`src/rtl/regfile_multiport_if.sv`:
```
// rtl/regfile_multiport_if.sv - register file bus bundle; scoreboard signals present under RF_SCOREBOARD_EN
interface regfile_multiport_if #(
    parameter int DATA_WIDTH = 32,
    parameter int ADDR_WIDTH = 5,
    parameter int NUM_READ   = 2
);
    logic [NUM_READ*ADDR_WIDTH-1:0] addr_read;
    logic [NUM_READ-1:0]            en_read;
    logic [NUM_READ*DATA_WIDTH-1:0] data_read;
    logic [ADDR_WIDTH-1:0]          addr_write;
    logic [DATA_WIDTH-1:0]          data_write;
    logic                           en_write;
    logic                           clear;
    logic                           ready;
`ifdef RF_SCOREBOARD_EN
    logic                           reserve_en;
    logic [ADDR_WIDTH-1:0]          reserve_addr;
    logic [NUM_READ-1:0]            pending;
`endif

    modport master (
        output addr_read, en_read, addr_write, data_write, en_write, clear,
`ifdef RF_SCOREBOARD_EN
        output reserve_en, reserve_addr,
        input  pending,
`endif
        input  data_read, ready
    );

    modport slave (
        input  addr_read, en_read, addr_write, data_write, en_write, clear,
`ifdef RF_SCOREBOARD_EN
        input  reserve_en, reserve_addr,
        output pending,
`endif
        output data_read, ready
    );
endinterface

```
`src/rtl/regfile_multiport.sv`:
```
// rtl/regfile_multiport.sv - multi-read-port register file with clear sequencer; optional scoreboard under RF_SCOREBOARD_EN
module regfile_multiport #(
    parameter int DATA_WIDTH = 32,
    parameter int ADDR_WIDTH = 5,
    parameter int NUM_READ   = 2,
    parameter int ZERO_REG   = 1
) (
    input  logic                 iClk,
    input  logic                 iRst_n,
    regfile_multiport_if.slave   bus
);
    localparam int DEPTH = 1 << ADDR_WIDTH;

    typedef enum logic {S_CLEAR, S_READY} state_t;

    state_t                  state;
    logic [ADDR_WIDTH-1:0]   clr_cnt;
    logic [DATA_WIDTH-1:0]   mem [DEPTH];
    logic                    write_accept;
    logic [ADDR_WIDTH-1:0]   rd_addr [NUM_READ];
    logic [DATA_WIDTH-1:0]   rd_next [NUM_READ];

    // A write lands only in READY, outside reset, when no clear is starting and it does not target the zero register
    always_comb begin
        write_accept = iRst_n && (state == S_READY) && !bus.clear && bus.en_write
                       && !((ZERO_REG != 0) && (bus.addr_write == '0));
    end

    // Per-port read value: zero during clear or on the zero register, else write-first forwarding, else storage
    always_comb begin
        for (int k = 0; k < NUM_READ; k++) begin
            rd_addr[k] = bus.addr_read[k*ADDR_WIDTH +: ADDR_WIDTH];
            rd_next[k] = mem[rd_addr[k]];
            if (state == S_CLEAR) begin
                rd_next[k] = '0;
            end else if ((ZERO_REG != 0) && (rd_addr[k] == '0)) begin
                rd_next[k] = '0;
            end else if (write_accept && (bus.addr_write == rd_addr[k])) begin
                rd_next[k] = bus.data_write;
            end
        end
    end

    // Storage: the clear sequencer zeroes one entry per cycle; otherwise accepted writes update the array
    always_ff @(posedge iClk) begin
        if (iRst_n) begin
            if (state == S_CLEAR) begin
                mem[clr_cnt] <= '0;
            end else if (write_accept) begin
                mem[bus.addr_write] <= bus.data_write;
            end
        end
    end

    // Clear/ready sequencer with registered ready flag and registered read ports
    always_ff @(posedge iClk) begin
        if (!iRst_n) begin
            state         <= S_CLEAR;
            clr_cnt       <= '0;
            bus.ready     <= 1'b0;
            bus.data_read <= '0;
        end else begin
            case (state)
                S_CLEAR: begin
                    clr_cnt <= clr_cnt + 1'b1;
                    if (&clr_cnt) begin
                        state     <= S_READY;
                        bus.ready <= 1'b1;
                    end
                end
                S_READY: begin
                    if (bus.clear) begin
                        state     <= S_CLEAR;
                        clr_cnt   <= '0;
                        bus.ready <= 1'b0;
                    end
                end
                default: state <= S_CLEAR;
            endcase
            for (int k = 0; k < NUM_READ; k++) begin
                if (bus.en_read[k]) begin
                    bus.data_read[k*DATA_WIDTH +: DATA_WIDTH] <= rd_next[k];
                end
            end
        end
    end

`ifdef RF_SCOREBOARD_EN
    logic [DEPTH-1:0] pending;

    // Pending bits: wiped by reset and clear, cleared by an accepted write, set by a reserve (reserve wins)
    always_ff @(posedge iClk) begin
        if (!iRst_n || (state == S_CLEAR) || bus.clear) begin
            pending <= '0;
        end else begin
            if (write_accept) begin
                pending[bus.addr_write] <= 1'b0;
            end
            if (bus.reserve_en) begin
                pending[bus.reserve_addr] <= 1'b1;
            end
        end
    end

    // Hazard flags follow the current read addresses combinationally; the zero register is never pending
    always_comb begin
        for (int k = 0; k < NUM_READ; k++) begin
            bus.pending[k] = pending[rd_addr[k]] && !((ZERO_REG != 0) && (rd_addr[k] == '0));
        end
    end
`endif
endmodule

```
`src/flat_wrapper.sv`:
```
// flat-port wrapper written by rule: the top's interface ports become plain ports
module regfile_multiport_flat 
#(
    parameter int DATA_WIDTH = 32,
    parameter int ADDR_WIDTH = 5,
    parameter int NUM_READ   = 2,
    parameter int ZERO_REG   = 1
)
  (iClk, iRst_n, bus_addr_read, bus_en_read, bus_addr_write, bus_data_write, bus_en_write, bus_clear, bus_data_read, bus_ready);
  regfile_multiport_if #(.DATA_WIDTH(DATA_WIDTH), .ADDR_WIDTH(ADDR_WIDTH), .NUM_READ(NUM_READ)) bus_i ();
  input  logic iClk;
  input  logic iRst_n;
  input wire logic [$bits(bus_i.addr_read)-1:0] bus_addr_read;
  input wire logic [$bits(bus_i.en_read)-1:0] bus_en_read;
  input wire logic [$bits(bus_i.addr_write)-1:0] bus_addr_write;
  input wire logic [$bits(bus_i.data_write)-1:0] bus_data_write;
  input wire logic [$bits(bus_i.en_write)-1:0] bus_en_write;
  input wire logic [$bits(bus_i.clear)-1:0] bus_clear;
  output wire logic [$bits(bus_i.data_read)-1:0] bus_data_read;
  output wire logic [$bits(bus_i.ready)-1:0] bus_ready;
  assign bus_i.addr_read = bus_addr_read;
  assign bus_i.en_read = bus_en_read;
  assign bus_i.addr_write = bus_addr_write;
  assign bus_i.data_write = bus_data_write;
  assign bus_i.en_write = bus_en_write;
  assign bus_i.clear = bus_clear;
  assign bus_data_read = bus_i.data_read;
  assign bus_ready = bus_i.ready;
  regfile_multiport #(.DATA_WIDTH(DATA_WIDTH), .ADDR_WIDTH(ADDR_WIDTH), .NUM_READ(NUM_READ), .ZERO_REG(ZERO_REG)) u_core (.iClk(iClk), .iRst_n(iRst_n), .bus(bus_i));
endmodule
```
`config.mk`:
```
export PLATFORM = sky130hd
export DESIGN_NAME = regfile_multiport_flat
export DESIGN_NICKNAME = d
export VERILOG_FILES = /design/src/rtl/regfile_multiport_if.sv /design/src/rtl/regfile_multiport.sv /design/src/flat_wrapper.sv
export SDC_FILE = /design/constraint.sdc
export NUM_CORES = 1
export LEC_CHECK = 0
export CORE_ASPECT_RATIO = 1.25
export CORE_MARGIN = 2
export CORE_UTILIZATION = 62
export DETAILED_ROUTE_END_ITERATION = 12
export PLACE_DENSITY_LB_ADDON = 0.3
export SLEW_MARGIN = 20
export SYNTH_ARGS = -nofsm -noshare
export SYNTH_HDL_FRONTEND = slang
export SYNTH_SLANG_ARGS = --single-unit
```
`constraint.sdc`:
```
create_clock -name iClk -period 5.1 [get_ports iClk]
set_clock_uncertainty 0.05 [all_clocks]
set_input_delay 0.51 -clock iClk [delete_from_list [all_inputs] [get_ports iClk]]
set_output_delay 0.51 -clock iClk [all_outputs]
set_load 0.05 [all_outputs]
```
## After elaboration in Yosys (flattened, before gate mapping)

Memories as Yosys holds them, arrays and structs flattened.
Cells that the tools add are included.

| word-level totals | value |
|---|---|
| register bits after elaboration | 71 |
| bits in writable memories | 1024 |
| input port bits | 53 |
| output and inout bits | 65 |
| logic and storage cells | 50 |
| memories | 1 |

Memory list:

| memory | words | bits a word | read ports | clocked after memory_dff | write ports | line | text |
|---|---|---|---|---|---|---|---|
| u_core.mem | 32 | 32 | 2 | 0 | 1 | regfile_multiport.sv:18 | `logic [DATA_WIDTH-1:0] mem [DEPTH];` |

| cells by class | value |
|---|---|
| $add $sub $neg | 1 |
| equality and inequality tests | 4 |
| mux-type cells | 24 |
| bitwise operators | 1 |
| reductions and logical operators | 14 |

Operator list:

| kind | number |
|---|---|
| $mux 32 | 7 |
| $reduce_or 32->1 | 1 |
| $logic_not 5->1 | 3 |
| $mux 1 | 12 |
| $eq 5x5->1 | 2 |
| $mux 5 | 2 |
| $pmux 5 s2 | 1 |
| $logic_and 1x1->1 | 6 |
| $add 5x1->5 const B | 1 |
| $reduce_and 5->1 | 1 |
| $ne 2x2->1 const B | 2 |
| $pmux 1 s2 | 2 |
| $logic_not 1->1 | 2 |
| $reduce_and 2->1 | 1 |
| $not 1->1 | 1 |

## Longest topological paths before layout

Gate-level depths: netlist (run 1).

| depth | value |
|---|---|
| depth after elaboration | 10 |
| depth in mapped cells | 10 |
| depth with buffers taken out | 6 |

## Least setup slack after synthesis (run 1)

OpenSTA, ideal clock, no wires.

| timing path | value |
|---|---|
| path type | input -> register |
| from | input port bus_addr_write[1] |
| to | memory u_core.mem[0][0], enable pin |
| library setup time | 421 ps |
| data arrival time | 3405 ps |
| data required time | 4629 ps |
| slack | 1224 ps |
| cell stages on the path | 8 |
| buffers on the path | 2 |
| cells stage by stage | buf_2 > or4_1 > o21a_1 > buf_6 > or3_1 > o31ai_2 > nand2_4 > nor2_1 |

| on the way | value |
|---|---|
| word-level cells in the longest chain between the ends | 9 |
| elaborated cells on any way between the ends | 10 |
| those cells by class | mux (6); reduce/logical (4) |

RTL lines:

| item | line | text |
|---|---|---|
| start: declaration | flat_wrapper.sv:15 | `input wire logic [$bits(bus_i.addr_write)-1:0] bus_addr_write;` |
| $logic_not 5->1 | regfile_multiport.sv:26 | `&& !((ZERO_REG != 0) && (bus.addr_write == '0));` |
| $logic_not 1->1 | regfile_multiport.sv:26 |  |
| $logic_and 1x1->1 | regfile_multiport.sv:26 |  |
| $mux 1 | regfile_multiport.sv:49 | `end else if (write_accept) begin` |
| $mux 1 | regfile_multiport.sv:47 | `if (state == S_CLEAR) begin` |
| $mux 1 | regfile_multiport.sv:46 | `if (iRst_n) begin` |
| $mux 1 (implied by the code) | regfile_multiport.sv:50 | `mem[bus.addr_write] <= bus.data_write;` |
| $reduce_or 32->1 (no source line) | - |  |
| $mux 5 (no source line) / $mux 1 (equally long branches) | - |  |
| end: declaration | regfile_multiport.sv:18 |  |

Several ways; a longest one is shown, not always the timed one.

## Worst setup path after layout (run 1)

| timing path | value |
|---|---|
| from | input port bus_addr_write[4] |
| to | memory u_core.mem[25][15], enable pin |

Same word-level chain as after synthesis.

==> results of run 1 <==
==> cell usage after synthesis (all sizes together), types with 39 or more instances <==
library cell / instances / area, um^2
buf: 102 / 580.6
a211oi: 49 / 367.9
nand3: 74 / 370.4
and2: 39 / 244.0
mux4: 344 / 7747
mux2i: 337 / 3373
a22oi: 192 / 1441
edfxtp: 1024 / 30750
dfxtp: 71 / 1421
nand2: 162 / 623.1
clkbuf: 134 / 504.2
a21oi: 107 / 535.5
nor2: 43 / 161.4
==> where the power goes <==
part           switching, uW  leakage [uW]  internal (uW)
Sequential              33.6       0.00854           9730
Combinational            769       0.00684            463
Clock                   3480       0.00171           4730
Total                   4280        0.0171          14900
==> layer usage <==
metal | track usage [%] | part of all wire [%] | up-vias
met5 | 0 | 0.016 | -
met4 | 25.91 | 7.5 | 4
met3 | 10.91 | 15 | 797
met2 | 62.00 | 47 | 3528
met1 | 51.17 | 31 | 16550
li1 | - | - | 12360
==> flip-flops by register name, indices dropped and copies added (netlist names) <==
| name | flops |
|---|---|
| u_core.bus.data_read | 64 |
| u_core.bus.ready | 1 |
| u_core.clr_cnt | 5 |
| u_core.mem | 1024 |
| u_core.state | 1 |
==> path summary, 6_finish.rpt <==
check / cells past startpoint / to / slack [ns]
worst max-delay path: 7 / u_core.mem[25][15]$_DFFE_PP_ / 1.32
worst min-delay path: 3 / u_core.bus.data_read[1]$_SDFFE_PN0P_ / 0.43
worst max register to register: 5 / u_core.mem[20][16]$_DFFE_PP_ / 1.37
worst min register to register: 2 / u_core.bus.ready$_SDFFE_PN0P_ / 0.43
==> cells in the final DEF (no fill, tap or decap), types with 71 or more instances in the layout <==
cell type	n
nand3_1	74
edfxtp_1	1024
nand2_1	159
dfxtp_1	71
buf_4	78
clkbuf_16	105
mux4_2	344
mux2i_1	337
clkdlybuf4s50_1	111
a22oi_1	192
a21oi_1	105
==> layout make-up <==
type / count / area (um^2)
Fill cell: 4749 / 23410
Inverter: 3 / 11.26
Antenna cell: 1 / 2.502
Clock buffer: 126 / 2736
Tap cell: 1062 / 1329
Sequential cell: 1095 / 32170
Timing Repair Buffer: 227 / 2407
Multi-Input combinational cell: 1580 / 17090
Clock inverter: 65 / 822.0
==> per-stage QoR <==
step	instance area, um^2	cells	util [%]
global route	56560	4158	70.73
detailed placement	52950	3964	66.21
floorplan	49960	2914	-
CTS	56510	4155	70.66
global placement	52940	3964	66.20
finish	56560	4159	70.73
==> worst max-delay path, cell delays in order <==
cell	delay, ns
clkdlybuf4s50_1	0.57
or4_1	0.60
o21a_2	0.46
o21ai_0	0.42
nand2_1	0.33
nor2_4	0.80
buf_4	0.38
==> kinds of logic (layout without fill, tap and decap cells) <==
kind of cell | after synthesis | in the layout | share of synthesized area (%)
xor gates and xnor gates | 10 | 10 | 0.1753
muxes | 689 | 689 | 22.44
AOI/OAI and AO/OA | 482 | 482 | 6.944
and+or+nand+nor | 397 | 397 | 3.807
other | 0 | 1 | 0
adders and majority gates | 2 | 2 | 0.05008
DFF | 1095 | 1095 | 64.39
buffers and inverters | 239 | 421 | 2.194
==> flow_summary_export.csv, run 1 <==
group,metric,value,unit
clock_tree,ctsRootBufferMaster,"clkbuf_16",
power_and_ir_drop,p_leak,0.01709,uW
synth,synth-seq-cells,1095,
synth,synth_fp_nets,2969,
critical_path,crit_fanout,22,
timing,drv_slew,0,
synth,yosysWarningCount,0,
clock_tree,post_cts_buffers,0,
timing,hold-worst-slack,0.4317,ns
route,drt-wirelength-per-cell,40.05,um
die,initial_core_util,62.47,%
power_and_ir_drop,power,19210,uW
route,final_antenna_net_count,0,
die,core_area,79970,um^2
final_layout,syn2layout_area_growth,13.22,%
clock_tree,cts_repair_resize_count,0,
critical_path,cp_data_required_time,5.42,ns
grt,overflow,0,
grt,grt_pass1_wl,234.9,mm
placement,routabilityCongestion,0.9242,
grt,antenna_found_initial,2,
grt,grt_use_total,40.30,%
die,dieHeight,321.4,um
clock_tree,cts_inserted_buffers,102,
clock_tree,clk_pin_slew,0.06,ns
timing,worstMarginPinSlew,1.214,ns
timing,rsz0062_at_grt,"no",
critical_path,critPathLaunchType,"input port",
timing,period_minus_slack,3.782,ns
die,die_w,257.9,um
grt,grt_max_degree,82,
route,vias_per_cell,7.992,
synth,ys.flop_type,"edfxtp_1",
die,dieArea,82880,um^2
route,first_pass_iters,8,
power_and_ir_drop,ir_drop,0.3051,mV
final_layout,final_nets,3064,
placement,dpl.hpwl,93.77,mm
critical_path,critical_path_class,"input port to flip-flop",
timing,setup_violations,0,
timing,hold_violations,0,
placement,pre_cts_slack,0.7790,ns
critical_path,crit_path_end_kind,"flip-flop",
critical_path,r2r-start,"u_core.state$_SDFF_PN0_",
clock_tree,cts_tree,"done",
clock_tree,clockBufferDepth,3,
route,drc,0,
timing,relSlewSlack,19.07,%
synth,synth_edf_count,1024,
synth,synth_cells,2914,
timing,fin_ws,1.318,ns
synth,avgSynthCellArea,17.15,um^2
timing,setup_tns,0,ns
synth,synth_area,49960,um^2
placement,port_buffers,117,
critical_path,crit_arrival,4.11,ns
die,fp-row-count,116,
final_layout,drive_above_1_share,22.58,%
power_and_ir_drop,powerDensity,339.6,nW/um^2
route,vias,33240,
job,maxCapViolCount,0,
timing,fin_crit_sh,74.15,%
clock_tree,postCtsHoldBufs,0,
status,status,"finished clean",
clock_tree,htreeDepth,3,
grt,grt_pass1_vias,33210,
route,wirelength,166.6,mm
die,pin_count,118,
route,first_iter_violations,5674,
synth,yosysUniqueCellTypes,49,
synth,yosysSeqAreaShare,64.39,%
clock_tree,cts.sinks,1095,
hold_path,hp-start,"bus_data_write[1]",
synth,async_flop_share,0,%
timing,max_freq,264.4,MHz
critical_path,crit_path_start,"bus_addr_write[4]",
clock_tree,clkLatencyLatePin,0.70,ns
hold_path,worstHoldPathType,"input port to flip-flop",
No activity file was read; power rests on OpenSTA's default activity.
==> run 2: changes to the inputs <==
- clock period: 5.1 -> 3.94 ns (I/O delays scaled with it)
==> flow_summary_export.csv, run 2 (same netlist as run 1, synthesis figures left out) <==
group,metric,value,unit
route,wirelength,167.5,mm
final_layout,syn2layout_area_growth,15.17,%
critical_path,path_cells,"and4b_1 -> o21a_2 -> buf_4 -> and2_1",
critical_path,r2r_end,"u_core.mem[25][16]$_DFFE_PP_",
hold_path,worstHoldPathType,"input port to flip-flop",
critical_path,crit_path_start,"u_core.state$_SDFF_PN0_",
critical_path,crit_path_end,"u_core.mem[25][16]$_DFFE_PP_",
timing,hold-worst-slack,0.2689,ns
final_layout,largest_reg_flops,1024,
final_layout,reg_top3,"u_core.mem x1024, u_core.bus.data_read x64, u_core.clr_cnt x5",
placement,routabilityCongestion,0.9841,
placement,post_dp_cell_area,53850,um^2
die,fp-row-count,116,
power_and_ir_drop,power,25060,uW
clock_tree,ctsRootBufferMaster,"clkbuf_16",
power_and_ir_drop,p_leak,0.01757,uW
route,final_antenna_net_count,0,
final_layout,layout_commonest_cell,"edfxtp_1",
clock_tree,cts.sinks,1095,
grt,gr-usage-met3,9.338,%
final_layout,fin_area,57540,um^2
grt,top_usage_layer,"met2",
timing,period_minus_slack,3.061,ns
timing,max_freq,326.7,MHz
clock_tree,cts_tree,"done",
route,first_pass_iters,5,
grt,grt_pass1_wl,237.8,mm
timing,drv_slew,0,
grt,overflow,0,
die,dieHeight,321.4,um
critical_path,rr_worst_depth,4,
critical_path,critical_path_class,"flip-flop to flip-flop",
critical_path,max_stage_delay,0.92,ns
timing,setup_violations,0,
clock_tree,clk_pin_slew,0.07,ns
critical_path,crit_fanout,32,
clock_tree,post_cts_buffers,0,
power_and_ir_drop,ir_drop,0.5219,mV
job,maxCapViolCount,0,
clock_tree,cts_repair_resize_count,0,
route,drc,0,
hold_path,min_path_cells,3,
final_layout,largest_register,"u_core.mem",
route,drt-wirelength-per-cell,39.60,um
final_layout,mostFrequentLayoutCells,"1024 x edfxtp_1, 344 x mux4_2, 337 x mux2i_1",
critical_path,crit_arrival,3.34,ns
timing,relSlewSlack,19.35,%
timing,rsz0062_at_grt,"no",
grt,gr-usage-met1,50.66,%
die,initial_core_util,62.47,%
final_layout,final_nets,3133,
die,core_area,79970,um^2
critical_path,cp_data_required_time,4.22,ns
grt,met2_usage,63.31,%
clock_tree,htreeDepth,3,
final_layout,drive_above_1_share,24.53,%
clock_tree,postCtsHoldBufs,0,
timing,setup_tns,0,ns
power_and_ir_drop,powerDensity,435.5,nW/um^2
route,vias,33490,
critical_path,r2r_setup_slack,0.88,ns
die,dieArea,82880,um^2
critical_path,crit_slowest_cell,"and2_1",
clock_tree,clkLatencyLatePin,0.72,ns
timing,worstMarginPinSlew,1.210,ns
clock_tree,cts_inserted_buffers,104,
grt,grt_max_degree,77,
clock_tree,clockBufferDepth,3,
timing,fin_crit_sh,77.68,%
grt,grt_use_total,40.76,%
route,vias_per_cell,7.916,
grt,antenna_found_initial,3,
status,status,"finished clean",
route,first_iter_violations,5745,
die,pin_count,118,
placement,dpl.hpwl,104.1,mm
critical_path,critPathLaunchType,"flip-flop",
critical_path,r2r-start,"u_core.state$_SDFF_PN0_",
critical_path,crit_path_end_kind,"flip-flop",
grt,grt_pass1_vias,33480,
placement,port_buffers,117,
die,die_w,257.9,um
timing,hold_violations,0,
==> run 2: changes by cell type in the layout (fill, tap and decap cells not counted), moves of 5 or more <==
cell and change:
and2_1 +5, inv_6 +5, buf_4 +39, buf_12 +31, clkinv_4 +6, clkinv_1 -7, and2_2 -5
==> run 2: per-layer routing <==
layer | vias to the layer above | wire [um]
met5 | - | 13
met4 | 2 | 15060
met3 | 839 | 22280
met2 | 3486 | 78120
met1 | 16660 | 52070
li1 | 12510 | -
==> run 2: worst min path at each step <==
stage                                                        to  slack, ns                           from
after detailed placement          u_core.bus.ready$_SDFFE_PN0P_       0.42  u_core.bus.ready$_SDFFE_PN0P_
after global placement            u_core.bus.ready$_SDFFE_PN0P_       0.41  u_core.bus.ready$_SDFFE_PN0P_
after CTS                 u_core.bus.data_read[60]$_SDFFE_PN0P_       0.21               bus_addr_read[9]
final                     u_core.bus.data_read[60]$_SDFFE_PN0P_       0.27               bus_addr_read[9]
after floorplan            u_core.bus.data_read[0]$_SDFFE_PN0P_       0.47              bus_data_write[0]
after global routing      u_core.bus.data_read[60]$_SDFFE_PN0P_       0.27               bus_addr_read[9]
==> run 2: stage by stage <==
stage	instances	setup slack, ns	util, %
4_1_cts	4230	0.9776	71.94
6_report	4231	0.8792	71.95
2_1_floorplan	2914	0.1796	-
3_5_place_dp	4034	0.3024	67.34
3_3_place_gp	4034	0.3648	67.34
5_1_grt	4230	0.8124	71.95
==> run 2: final cells by class <==
class | count | area, um^2
fillers | 4698 | 22430
clock buffers | 123 | 2735
clock inverters | 73 | 947.2
multi-input cells | 1580 | 17070
well taps | 1062 | 1329
flip-flops and latches | 1095 | 32170
diodes | 1 | 2.502
repair buffers | 294 | 3276
inverters | 3 | 11.26
==> run 2: critical path: cells and delay by family, from the launching register on <==
kind / cells / cell delay, ns
buffers and inverters: 1 / 0.40
AND/OR/NAND/NOR: 2 / 1.35
flip-flops: 1 / 0.34
AO/OA/AOI/OAI: 1 / 0.52
==> run 2: where the power goes <==
part / total, uW / switching (uW) / internal [uW]
Combinational: 1630 / 1010 / 629
Clock: 10800 / 4680 / 6110
Sequential: 12600 / 44.9 / 12600
